<file path="src/rtl/imem_fetch_arbiter.sv">
// imem_fetch_arbiter: round-robin sharing of one combinational-read instruction memory
// among NUM_PORTS fetch requesters, with a registered one-cycle response pulse per fetch.
module imem_fetch_arbiter #(
    parameter int NUM_PORTS   = 2,
    parameter int WAIT_CYCLES = 0
) (
    input  logic                   clk,
    input  logic                   rst,
    input  logic [NUM_PORTS-1:0]   req_valid,
    input  logic [NUM_PORTS*32-1:0] req_addr,
    output logic [NUM_PORTS-1:0]   req_ready,
    output logic [NUM_PORTS-1:0]   resp_valid,
    output logic [NUM_PORTS*32-1:0] resp_data,
    output logic [31:0]            mem_addr,
    input  logic [31:0]            mem_read_data
);
    localparam int PW = (NUM_PORTS > 1) ? $clog2(NUM_PORTS) : 1;

    typedef enum logic [1:0] {IDLE, ACCESS, RESP} state_t;

    state_t         state, state_nx;
    logic [PW-1:0]  rr_ptr, grant_q, win;
    logic [31:2]    addr_q;
    logic [3:0]     wait_cnt;
    logic           found;
    logic           last_wait;

    assign last_wait  = wait_cnt == 4'(WAIT_CYCLES);
    assign mem_addr   = {addr_q, 2'b00};
    assign resp_valid = (state == RESP) ? (NUM_PORTS'(1) << grant_q) : '0;
    assign req_ready  = found ? (NUM_PORTS'(1) << win) : '0;

    // First requesting port at or after rr_ptr wins; no grants while an access is in flight.
    always_comb begin
        found = 1'b0;
        win   = '0;
        for (int k = 0; k < NUM_PORTS; k++) begin
            if (!found && state != ACCESS && req_valid[(int'(rr_ptr) + k) % NUM_PORTS]) begin
                found = 1'b1;
                win   = PW'((int'(rr_ptr) + k) % NUM_PORTS);
            end
        end
        state_nx = (state == ACCESS) ? (last_wait ? RESP : ACCESS) : (found ? ACCESS : IDLE);
    end

    always_ff @(posedge clk) begin
        if (rst) begin
            state     <= IDLE;
            rr_ptr    <= '0;
            grant_q   <= '0;
            addr_q    <= '0;
            wait_cnt  <= '0;
            resp_data <= '0;
        end else begin
            state    <= state_nx;
            wait_cnt <= (state == ACCESS && !last_wait) ? wait_cnt + 4'd1 : 4'd0;
            if (found) begin
                addr_q  <= req_addr[32*win+2 +: 30];
                grant_q <= win;
                rr_ptr  <= (int'(win) == NUM_PORTS - 1) ? '0 : win + 1'b1;
            end
            if (state == ACCESS && last_wait)
                resp_data[32*grant_q +: 32] <= mem_read_data;
        end
    end
endmodule
</file>
<file path="config.mk">
export PLATFORM = sky130hd
export DESIGN_NAME = imem_fetch_arbiter
export DESIGN_NICKNAME = d
export VERILOG_FILES = /design/src/rtl/imem_fetch_arbiter.sv
export SDC_FILE = /design/constraint.sdc
export NUM_CORES = 1
export LEC_CHECK = 0
export CORE_MARGIN = 2
export CORE_UTILIZATION = 43
export CTS_CLUSTER_SIZE = 24
export DETAILED_ROUTE_END_ITERATION = 8
export PLACE_DENSITY = 0.81
export SYNTH_ARGS = -nofsm -noshare
export SYNTH_HDL_FRONTEND = slang
export SYNTH_SLANG_ARGS = --single-unit
</file>
<file path="constraint.sdc">
create_clock -name clk -period 2.2 [get_ports clk]
set_clock_uncertainty 0.1 [all_clocks]
set_input_delay 0.22 -clock clk [delete_from_list [all_inputs] [get_ports clk]]
set_output_delay 0.22 -clock clk [all_outputs]
set_load 0.02 [all_outputs]
</file>
# Word level (Yosys, flattened, before mapping)
# Cells that the tools add are included.
op_classes:
  n_lt_le_gt_ge: 2
  shifts: 5
  n_mux: 16
  bitwise: 2
  eq_ne: 3
  n_reduce_logical: 9
  add_sub_neg: 5
op_table:
  columns: ["op", "n"]
  rows:
  - ["$bwmux 64", 1]
  - ["$shift 32x34->64 const A", 1]
  - ["$shiftx 32x34->64", 1]
  - ["$shiftx 64x8->30", 1]
  - ["$neg 6->34", 1]
  - ["$mux 1", 11]
  - ["$mux 2", 4]
  - ["$add 6x2->7 const B", 1]
  - ["$logic_and 1x1->1", 5]
  - ["$add 4x1->4 const B", 1]
  - ["$logic_not 4->1", 1]
  - ["$shl 1x1->2 const A", 2]
  - ["$lt 2x3->1 const B", 1]
  - ["$add 1x1->1 const B", 2]
  - ["$eq 2x1->1 const B", 1]
  - ["$eq 2x2->1 const B", 1]
  - ["$logic_not 1->1", 2]
  - ["$lt 1x2->1 const B", 1]
  - ["$ne 2x1->1 const B", 1]
  - ["$reduce_or 2->1", 1]
  - ["$and 1x1->1 const A", 1]
  - ["$not 1->1", 1]
totals:
  elab_cells: 48
  register_bits: 102
  inputBits: 100

# Depth between registers and ports, before layout
depth:
  word_depth: 10
  depth_mapped: 7
  depth_no_buf: 5

# Least setup slack after synthesis
# Ideal clock, no wire load.
synth_timing:
  kind: "flip-flop to flip-flop"
  from: "reg wait_cnt[0]"
  to: "reg resp_data[11]"
  synth_period_minus_slack_ps: 1821
  path_buffers: 2
  setup_slack_ps: 379
  path_stages_with_launch: 8
  setup_time_ps: 118
  arrival_time_ps: 1603
  path_cell_list: "dfxtp_1 inv_1 ha_1 or3b_4 or3_1 buf_6 buf_12 mux2i_1"
synth_between:
  elab_chain_cells: 2
synth_lines:
  columns: ["element", "line_no", "text"]
  rows:
  - ["from (decl)", "24", "logic [3:0] wait_cnt;"]
  - ["from (signal assigned)", "56", "wait_cnt <= (state == ACCESS && !last_wait) ? wait_cnt + 4'd1 : 4'd0;"]
  - ["$logic_not 4->1", "28", "assign last_wait = wait_cnt == 4'(WAIT_CYCLES);"]
  - ["$logic_and 1x1->1", "62", "if (state == ACCESS && last_wait)"]
  - ["to (signal, indexed assignment)", "63", "resp_data[32*grant_q +: 32] <= mem_read_data;"]
  - ["to (decl)", "13", "output logic [NUM_PORTS*32-1:0] resp_data,"]
# No other way between the ends.
# A chain may end at the register's enable or synchronous reset.

# Worst setup path in the final report
layout_timing:
  from: "reg grant_q"
  to: "out resp_valid[0]"
layout_between:
  elab_chain_cells: 2
layout_lines:
  columns: ["element", "line_no", "text"]
  rows:
  - ["from (decl)", "22", "logic [PW-1:0] rr_ptr, grant_q, win;"]
  - ["from (signal assigned)", "59", "grant_q <= win;"]
  - ["$shl 1x1->2", "30", "assign resp_valid = (state == RESP) ? (NUM_PORTS'(1) << grant_q) : '0;"]
  - ["$mux 2", "30", null]
  - ["to (decl)", "12", "output logic [NUM_PORTS-1:0] resp_valid,"]
# No other way between the ends.

==> flow_summary.yaml <==
sta:
  rsz0062_at_grt: "no"
  fin_crit_sh: 0.901
  drv_slew: 0
  slew-limit-headroom: 0.635
  fin_crit_ns: 1.98
  timing.fmax_ghz: 0.505
  finalSetupViolations: 0
  tightestPinTransition_ns: 0.546
  hold_viol: 0
  totalNegativeSetupSlack_ns: 0
clock_network:
  cts_buffers: 9
  hold_buffers: 0
  post_cts_buffers: 0
  clock_latency_ns: 0.36
  tritoncts: "yes"
  cts_root_buffer: "clkbuf_8"
  clkSinkCount: 102
  clock_path_buffers: 2
  clkTransAtPathRegs_ns: 0.09
  htree_levels: 3
global_route:
  grt_max_degree: 51
  antenna_found_initial: 0
  top_usage_layer: "met2"
  grt_pass1_wl_mm: 20.0
  grt_util_met2: 0.341
  grt-ovfl-total: 0
  met3_usage: 0.0723
  use_met1: 0.270
  grtUsageTotal: 0.214
  grt_pass1_vias: 4075
floorplan:
  initial_utilization: 0.441
  ios: 200
  core-area_um2: 10800
  die_h_um: 110
  dieArea_um2: 12000
  rows: 38
  dieWidth_um: 110
power_and_ir_drop:
  peakVddDrop_v: 0.000277
  switching_share: 0.282
  p_leak_nw: 2.69
  finalPower_w: 0.00418
  power_switching_w: 0.00118
  clkPwrFrac: 0.262
  p_per_area_nw_per_um2: 597
  p_int_w: 0.00300
  share_seq_of_total_power: 0.490
  pwr-share-comb: 0.248
synth:
  synth_area_leader_cell: "dfxtp_1"
  syn_area_per_cell_um2: 10.2
  ys_types: 34
  ys_ff_latch: 102
  synth_top_area_share: 0.427
  synth_area_um2: 4790
  yosys_most_used_dff: "dfxtp_1"
  synth.area.top_cells: "dfxtp_1, mux2i_1, nand2b_1"
  yosysWarnings: 0
  syn_inst: 468
  seq_area_frac_synth: 0.427
  synthArstFlopShare: 0
  synth_edf_count: 0
detailed_routing:
  vias_per_cell: 5.33
  drc: 0
  first_pass_iters: 4
  detail-route-antenna-nets: 0
  routedWlPerCell_um: 16.6
  vias: 4175
  drtIter0Drc: 253
  finalWirelength_mm: 13.0
worst_setup_path:
  cp_max_fo: 7
  crit_path_end_kind: "output pin"
  critPathArrivalTime_ns: 1.66
  regToRegSetupSlack_ns: 0.31
  cp-start-kind: "flop"
  crit_type: "reg -> out"
  worstPathRequired_ns: 1.88
run:
  maxCapViolCount: 0
place:
  post-dp-hpwl_mm: 9.32
  place_congestion: 0.805
  port-buffer-count: 193
cells_and_area:
  nets: 742
  final_common_cell: "clkdlybuf4s50_1"
  antenna-diode-count: 0
  fillCellCount: 858
  area_delta_synth_final_pct: 46.2
  layout-drive-gt1-share: 0.0590
  most-common-layout-cells: "clkdlybuf4s50_1, dfxtp_1, nand2b_1, mux2i_1"
min_path:
  hold_path.class: "in -> reg"
outcome:
  outcome: "complete, no violations"
[power by group through the flow]
stage	combinational, W	clock [W]	sequential, W
2_1_floorplan	0.000401	0	0.00222
3_3_place_gp	0.00102	0	0.00209
3_5_place_dp	0.00104	0	0.00208
4_1_cts	0.00104	0.00112	0.00205
5_1_grt	0.00110	0.00119	0.00206
6_report	0.00104	0.00109	0.00205
[metal layers]
metal	vias to the layer above	routed length (um)
met5	-	0
met4	0	235
met3	19	1220
met2	185	5920
met1	1957	5620
li1	2014	-
[critical path, stage by stage (launching register included)]
cell and delay (ns):
dfxtp_1 0.39, nor3b_1 0.26, clkdlybuf4s50_1 0.66
[final timing paths]
| path | cells past startpoint | end | start |
|---|---|---|---|
| setup / recovery | 2 | resp_valid[0] | grant_q |
| hold / removal | 3 | grant_q | rst |
| setup reg to reg | 6 | resp_data[23] | wait_cnt[0] |
| hold reg to reg | 2 | resp_data[46] | resp_data[46] |
[cells in the mapped netlist, types with 3 or more instances]
cell / count
a221o_1: 30
and4_1: 30
buf_2: 10
clkbuf_1: 33
dfxtp_1: 102
inv_1: 4
mux2i_1: 64
nand2b_1: 97
nand3_1: 3
nor2_1: 4
nor2b_1: 31
nor4b_1: 30
[per-stage QoR]
stage,hold WS (ns),util,area (um^2),setup slack (ns),cells
CTS,0.311,0.645,6990,0.0153,784
global placement,0.343,0.629,6820,0.248,769
finish,0.333,0.646,7000,0.219,784
detailed placement,0.362,0.629,6820,0.230,769
floorplan,0.296,-,4790,0.379,469
global route,0.351,0.646,7000,0.115,784
[cell type report]
class | instances | area (um^2) | share of cell area
Multi-Input combinational cell | 313 | 2490 | 0.356
Timing Repair Buffer | 210 | 2100 | 0.300
Sequential cell | 102 | 2040 | 0.292
Tap cell | 140 | 175 | 0.0250
Clock buffer | 12 | 155 | 0.0222
Clock inverter | 3 | 18.8 | 0.00268
Inverter | 4 | 15.0 | 0.00215
[state kept, by name, indices dropped and copies added, names as in the netlist]
name,count
state,2
rr_ptr,1
wait_cnt,4
grant_q,1
addr_q,30
resp_data,64
[kinds of logic (layout without fill, tap and decap cells)]
family,Yosys count,in the layout,share of synthesized area
flip-flops,102,102,0.427
AO/OA/AOI/OAI,36,36,0.0722
AND/OR/NAND/NOR,207,207,0.303
other,1,2,0.000784
adder cells (fa/ha/maj),2,2,0.00523
XOR/XNOR,2,2,0.00366
multiplexers,64,64,0.134
buffers and inverters,54,229,0.0549
[repair_timing]
| item | CTS | global route |
|---|---|---|
| setup endpoints to repair | 2 | 2 |
| endpoints found under the hold margin | 0 | 0 |
| gates resized for setup | 1 | 2 |
| gates cloned | 0 | 0 |
Power figures use the tool's default switching activity.
==> RTL edit 1 (same settings) <==
`NUM_PORTS`: 2 -> 1.
--- a/src/rtl/imem_fetch_arbiter.sv
+++ b/src/rtl/imem_fetch_arbiter.sv
@@ -1,7 +1,7 @@
 // imem_fetch_arbiter: round-robin sharing of one combinational-read instruction memory
 // among NUM_PORTS fetch requesters, with a registered one-cycle response pulse per fetch.
 module imem_fetch_arbiter #(
-    parameter int NUM_PORTS   = 2,
+    parameter int NUM_PORTS   = 1,
     parameter int WAIT_CYCLES = 0
 ) (
     input  logic                   clk,
Ports: changed (5 resized); port bits go from 200 to 133. The function was not compared with the original's and may differ.
==> RTL edit 1 against the unedited design <==
- sequential cell count decreased by 34
- first-iteration DRC count fell by 66%
- final cell count is 35% lower
- critical path depth rose by 4
- non-clock buffer count shrank 73
- sequential power decreased by 35%
- die area decreased by 41%
- setup slack gained 0.080 ns
- routed wire length decreased by 42%
- design area fell by 39%
- synthesized area is 42% lower
- synthesized cell count fell by 34%
- total power is 33% lower
- critical path type is now register to register
- largest power group unchanged
==> RTL edit 1: results (changes against the unedited design) <==
----------------------------------------------------
[GRT]
  First-pass GRT wire length ... 12300 um (was 20000 um)
  Via count of the first global-routing pass ... 2601 (was 4075)
  GRT Overall Usage ... 21.4% (about the same)
  Maximum number of pins on one net before global-route repair ... 66 (was 51)

[Logic synthesis]
  Synth top area cells ... sky130_fd_sc_hd__dfxtp_1 (49%), sky130_fd_sc_hd__nand4b_1 (10%), sky130_fd_sc_hd__o21ai_0 (10%), sky130_fd_sc_hd__nand2b_1 (7.5%), sky130_fd_sc_hd__nand3_1 (5.6%) (was sky130_fd_sc_hd__dfxtp_1 (43%), sky130_fd_sc_hd__mux2i_1 (13%), sky130_fd_sc_hd__nand2b_1 (13%), sky130_fd_sc_hd__a221o_1 (6.3%), sky130_fd_sc_hd__and4_1 (5.5%))
  Most instantiated cells after synthesis ... sky130_fd_sc_hd__dfxtp_1 (68), sky130_fd_sc_hd__o21ai_0 (56), sky130_fd_sc_hd__nand2b_1 (33), sky130_fd_sc_hd__nand4b_1 (32), sky130_fd_sc_hd__nand3_1 (31) (was sky130_fd_sc_hd__dfxtp_1 (102), sky130_fd_sc_hd__nand2b_1 (97), sky130_fd_sc_hd__mux2i_1 (64), sky130_fd_sc_hd__clkbuf_1 (33), sky130_fd_sc_hd__nor2b_1 (31))
  Per-instance average area after synthesis ... 8.86 um2 (was 10.2 um2)
  Sequential-to-total area share from yosys stat ... 49.4% (was 42.7%)
  Synth cell types ... 21 (was 34)

[CTS]
  Clk_lat worst skew ... 0.33 ns (was 0.36 ns)
  Clock slew at reported path FFs ... 0.07 ns (was 0.09 ns)

[Route]
  Vias per Instance ... 5.28 (was 5.33)
  Routed wirelength normalized by instance count ... 14.9 um (was 16.6 um)
  Starting DRC count in detailed routing ... 86 (was 253)

[Layout]
  Fillers ... 527 (was 858)
  Non-Filler Instances ... 507 (was 784)
  NumNets Final ... 495 (was 742)
  Registers with the most flip-flops ... resp_data: 32 flops, addr_q: 30 flops, wait_cnt: 4 flops (was resp_data: 64 flops, addr_q: 30 flops, wait_cnt: 4 flops)
  Share of layout cells above drive strength 1 ... 6.28% (was 5.90%)

[Placed design]
  Number of I/O port buffers ... 128 (was 193)
  DP Wirelength ... 4930 um (was 9320 um)
  Post-Place Cells ... 492 (was 769)
  Post-Place Setup Slack ... 0.251 ns (was 0.230 ns)
  Routability congestion estimate ... 0.731 (was 0.805)

[Power]
  VDD IR max ... 469 uV (was 277 uV)
  Static leakage power ... 0.00148 uW (was 0.00269 uW)

[Timing]
  Worst-margin pin slew ... 0.864 ns (was 0.546 ns)

[Worst setup path]
  Arrival time of data at the critical path endpoint ... 1.99 ns (was 1.66 ns)
  Worst Path Max Fanout ... 33 (was 7)

[Outcome]
  Run status ... completed (unchanged)

----------------------------------------------------
==> RTL edit 1: final timing paths <==
kind,from,to,slack (ns),cells past startpoint
worst min register to register,resp_data[2],resp_data[2],0.37,2
worst max-delay path,wait_cnt[0],resp_data[29],0.30,6
worst max register to register,wait_cnt[0],resp_data[29],0.30,6
worst min-delay path,req_addr[3],addr_q[3],0.34,3
==> RTL edit 1: power by group <==
part	leakage, uW	internal, uW	switching (uW)
registers	0.000556	1300	31.2
logic	0.000826	268	237
clock network	0.0000986	526	449
==> RTL edit 1: logic make-up (layout without fill, tap and decap cells) <==
| logic type | count (synthesis) | in the layout | share of synthesized area (%) |
|---|---|---|---|
| flip-flops | 68 | 68 | 49.4 |
| AO/OA/AOI/OAI | 93 | 93 | 17.0 |
| buffers and inverters | 38 | 156 | 6.13 |
| AND/OR/NAND/NOR | 107 | 107 | 25.8 |
| XOR/XNOR | 2 | 2 | 0.636 |
| other | 1 | 2 | 0.136 |
| adder cells (fa/ha/maj) | 2 | 2 | 0.908 |
==> RTL edit 1: metal layers <==
| layer | track usage, % | wire length (um) | up-vias |
|---|---|---|---|
| li1 | - | - | 1324 |
| met5 | 0 | 0 | - |
| met4 | 6.60 | 78 | 0 |
| met2 | 33.5 | 3490 | 101 |
| met3 | 9.99 | 781 | 7 |
| met1 | 26.2 | 3230 | 1243 |
==> RTL edit 1: layout make-up <==
cell class,instances,area [um2],area share [%]
clock buffer,14,183,4.31
clock inverter,1,5.00,0.118
inverter,4,15.0,0.354
multi-input combinational,206,1240,29.2
sequential,68,1360,32.1
tap,77,96.3,2.27
timing repair buffer,137,1340,31.7
==> RTL edit 1: metrics by stage <==
step | cell area (um2) | power [uW]
global route | 4240 | 2940
floorplan | 2760 | 1580
finish | 4240 | 2810
detailed placement | 4050 | 1860
global placement | 4050 | 1850
CTS | 4240 | 2840
==> RTL edit 1: critical path, stage by stage, from the launching register on <==
cell	delay, ns
sky130_fd_sc_hd__dfxtp_1	0.34
sky130_fd_sc_hd__inv_1	0.07
sky130_fd_sc_hd__ha_1	0.14
sky130_fd_sc_hd__nor3b_4	0.18
sky130_fd_sc_hd__buf_4	0.22
sky130_fd_sc_hd__and2_2	0.51
sky130_fd_sc_hd__o21ai_0	0.20
==> RTL edit 2 (same flow settings) <==
Made on the original files. The 3 states of `state_t` get a one-hot encoding in 3 bits.
--- a/src/rtl/imem_fetch_arbiter.sv
+++ b/src/rtl/imem_fetch_arbiter.sv
@@ -16,7 +16,7 @@
 );
     localparam int PW = (NUM_PORTS > 1) ? $clog2(NUM_PORTS) : 1;
 
-    typedef enum logic [1:0] {IDLE, ACCESS, RESP} state_t;
+    typedef enum logic [2:0] {IDLE = 3'b001, ACCESS = 3'b010, RESP = 3'b100} state_t;
 
     state_t         state, state_nx;
     logic [PW-1:0]  rr_ptr, grant_q, win;
Behaviour: no difference found for any inputs over 4 cycles, from zero or initial values and one cycle with rst high; so few cycles prove little.
==> RTL edit 2 against the unedited design <==
- sequential cell count up 1
- synthesized area shrank 9.1%
- routed wire length fell by 9.1%
- total power fell by 5.9%
- setup slack worse by 0.085 ns
- hold slack improved by 0.0097 ns
- utilization rose by 2.1 points
- critical endpoint is now req_ready[1]
- global-route usage down 0.22 points
- design area shrank 6.4%
==> RTL edit 2: results (changes against the unedited design) <==
----------------------------------------------------
[Layout]
  Share of layout cells above drive strength 1 ... 6.86% (was 5.90%)
  NumNets Final ... 680 (was 742)

[GRT]
  Met2 demand-to-capacity share in global routing ... 36.2% (was 34.1%)
  GRT Overall Usage ... 21.2% (was 21.4%)
  Via count of the first global-routing pass ... 3874 (was 4075)
  Maximum number of pins on one net before global-route repair ... 81 (was 51)
  First-pass GRT wire length ... 19000 um (was 20000 um)

[Route]
  Routed metal-1 wire length ... 5040 um (was 5620 um)
  Met3 wire length ... 1030 um (was 1220 um)
  Starting DRC count in detailed routing ... 111 (was 253)
  Vias per Instance ... 5.17 (was 5.33)
  Via count ... 3705 (was 4175)
  Final wirelength ... 11800 um (was 13000 um)

[Worst setup path]
  Largest stage delay on the critical path ... 0.46 ns (was 0.66 ns)
  Number of cells traversed by the worst register-to-register path ... 5 (was 6)
  Arrival time of data at the critical path endpoint ... 1.75 ns (was 1.66 ns)
  Reg-to-reg endpoint ... resp_data[22] (was resp_data[23])

[Timing]
  Worst hold-check slack ... 0.343 ns (was 0.333 ns)
  Worst slew margin ... 56.5% (was 63.5%)

[Placed design]
  Post-Place Setup Slack ... 0.122 ns (was 0.230 ns)
  Post-Place Cells ... 700 (was 769)
  Routability congestion estimate ... 0.760 (was 0.805)

[Logic synthesis]
  Synth cell types ... 39 (was 34)
  Sequential-to-total area share from yosys stat ... 47.4% (was 42.7%)
  Synth top area cells ... sky130_fd_sc_hd__dfxtp_1 (47%), sky130_fd_sc_hd__mux2i_1 (15%), sky130_fd_sc_hd__nand2b_1 (14%), sky130_fd_sc_hd__a221o_1 (6.7%), sky130_fd_sc_hd__nor4b_1 (6.0%) (was sky130_fd_sc_hd__dfxtp_1 (43%), sky130_fd_sc_hd__mux2i_1 (13%), sky130_fd_sc_hd__nand2b_1 (13%), sky130_fd_sc_hd__a221o_1 (6.3%), sky130_fd_sc_hd__and4_1 (5.5%))
  Most instantiated cells after synthesis ... sky130_fd_sc_hd__dfxtp_1 (103), sky130_fd_sc_hd__nand2b_1 (97), sky130_fd_sc_hd__mux2i_1 (64), sky130_fd_sc_hd__nor4b_1 (30), sky130_fd_sc_hd__a221o_1 (29) (was sky130_fd_sc_hd__dfxtp_1 (102), sky130_fd_sc_hd__nand2b_1 (97), sky130_fd_sc_hd__mux2i_1 (64), sky130_fd_sc_hd__clkbuf_1 (33), sky130_fd_sc_hd__nor2b_1 (31))

[Outcome]
  Run status ... completed (unchanged)

[CTS]
  Clock slew at reported path FFs ... 0.11 ns (was 0.09 ns)

[Power]
  VDD IR max ... 311 uV (was 277 uV)

----------------------------------------------------
==> RTL edit 2: layout make-up <==
type | count | area (um2)
fillers | 801 | 3270
well taps | 133 | 166
multi-input cells | 258 | 2090
repair buffers | 203 | 2030
clock inverters | 5 | 38.8
clock buffers | 11 | 151
flip-flops and latches | 103 | 2060
inverters | 3 | 11.3
==> RTL edit 2: power by group through the flow <==
stage / Combinational (uW) / Sequential [uW] / Clock [uW]
floorplan: 272 / 2150 / 0
global placement: 759 / 2050 / 0
detailed placement: 772 / 2050 / 0
CTS: 775 / 2010 / 1170
global route: 814 / 2020 / 1240
finish: 770 / 2010 / 1150
==> RTL edit 2: kinds of logic after synthesis <==
family,synth area share [%]
other,0.0862
buffers and inverters,4.80
muxes,14.7
adders and majority gates,0.575
xor gates and xnor gates,0.403
and+or+nand+nor,23.3
AOI/OAI and AO/OA,8.71
DFF,47.4
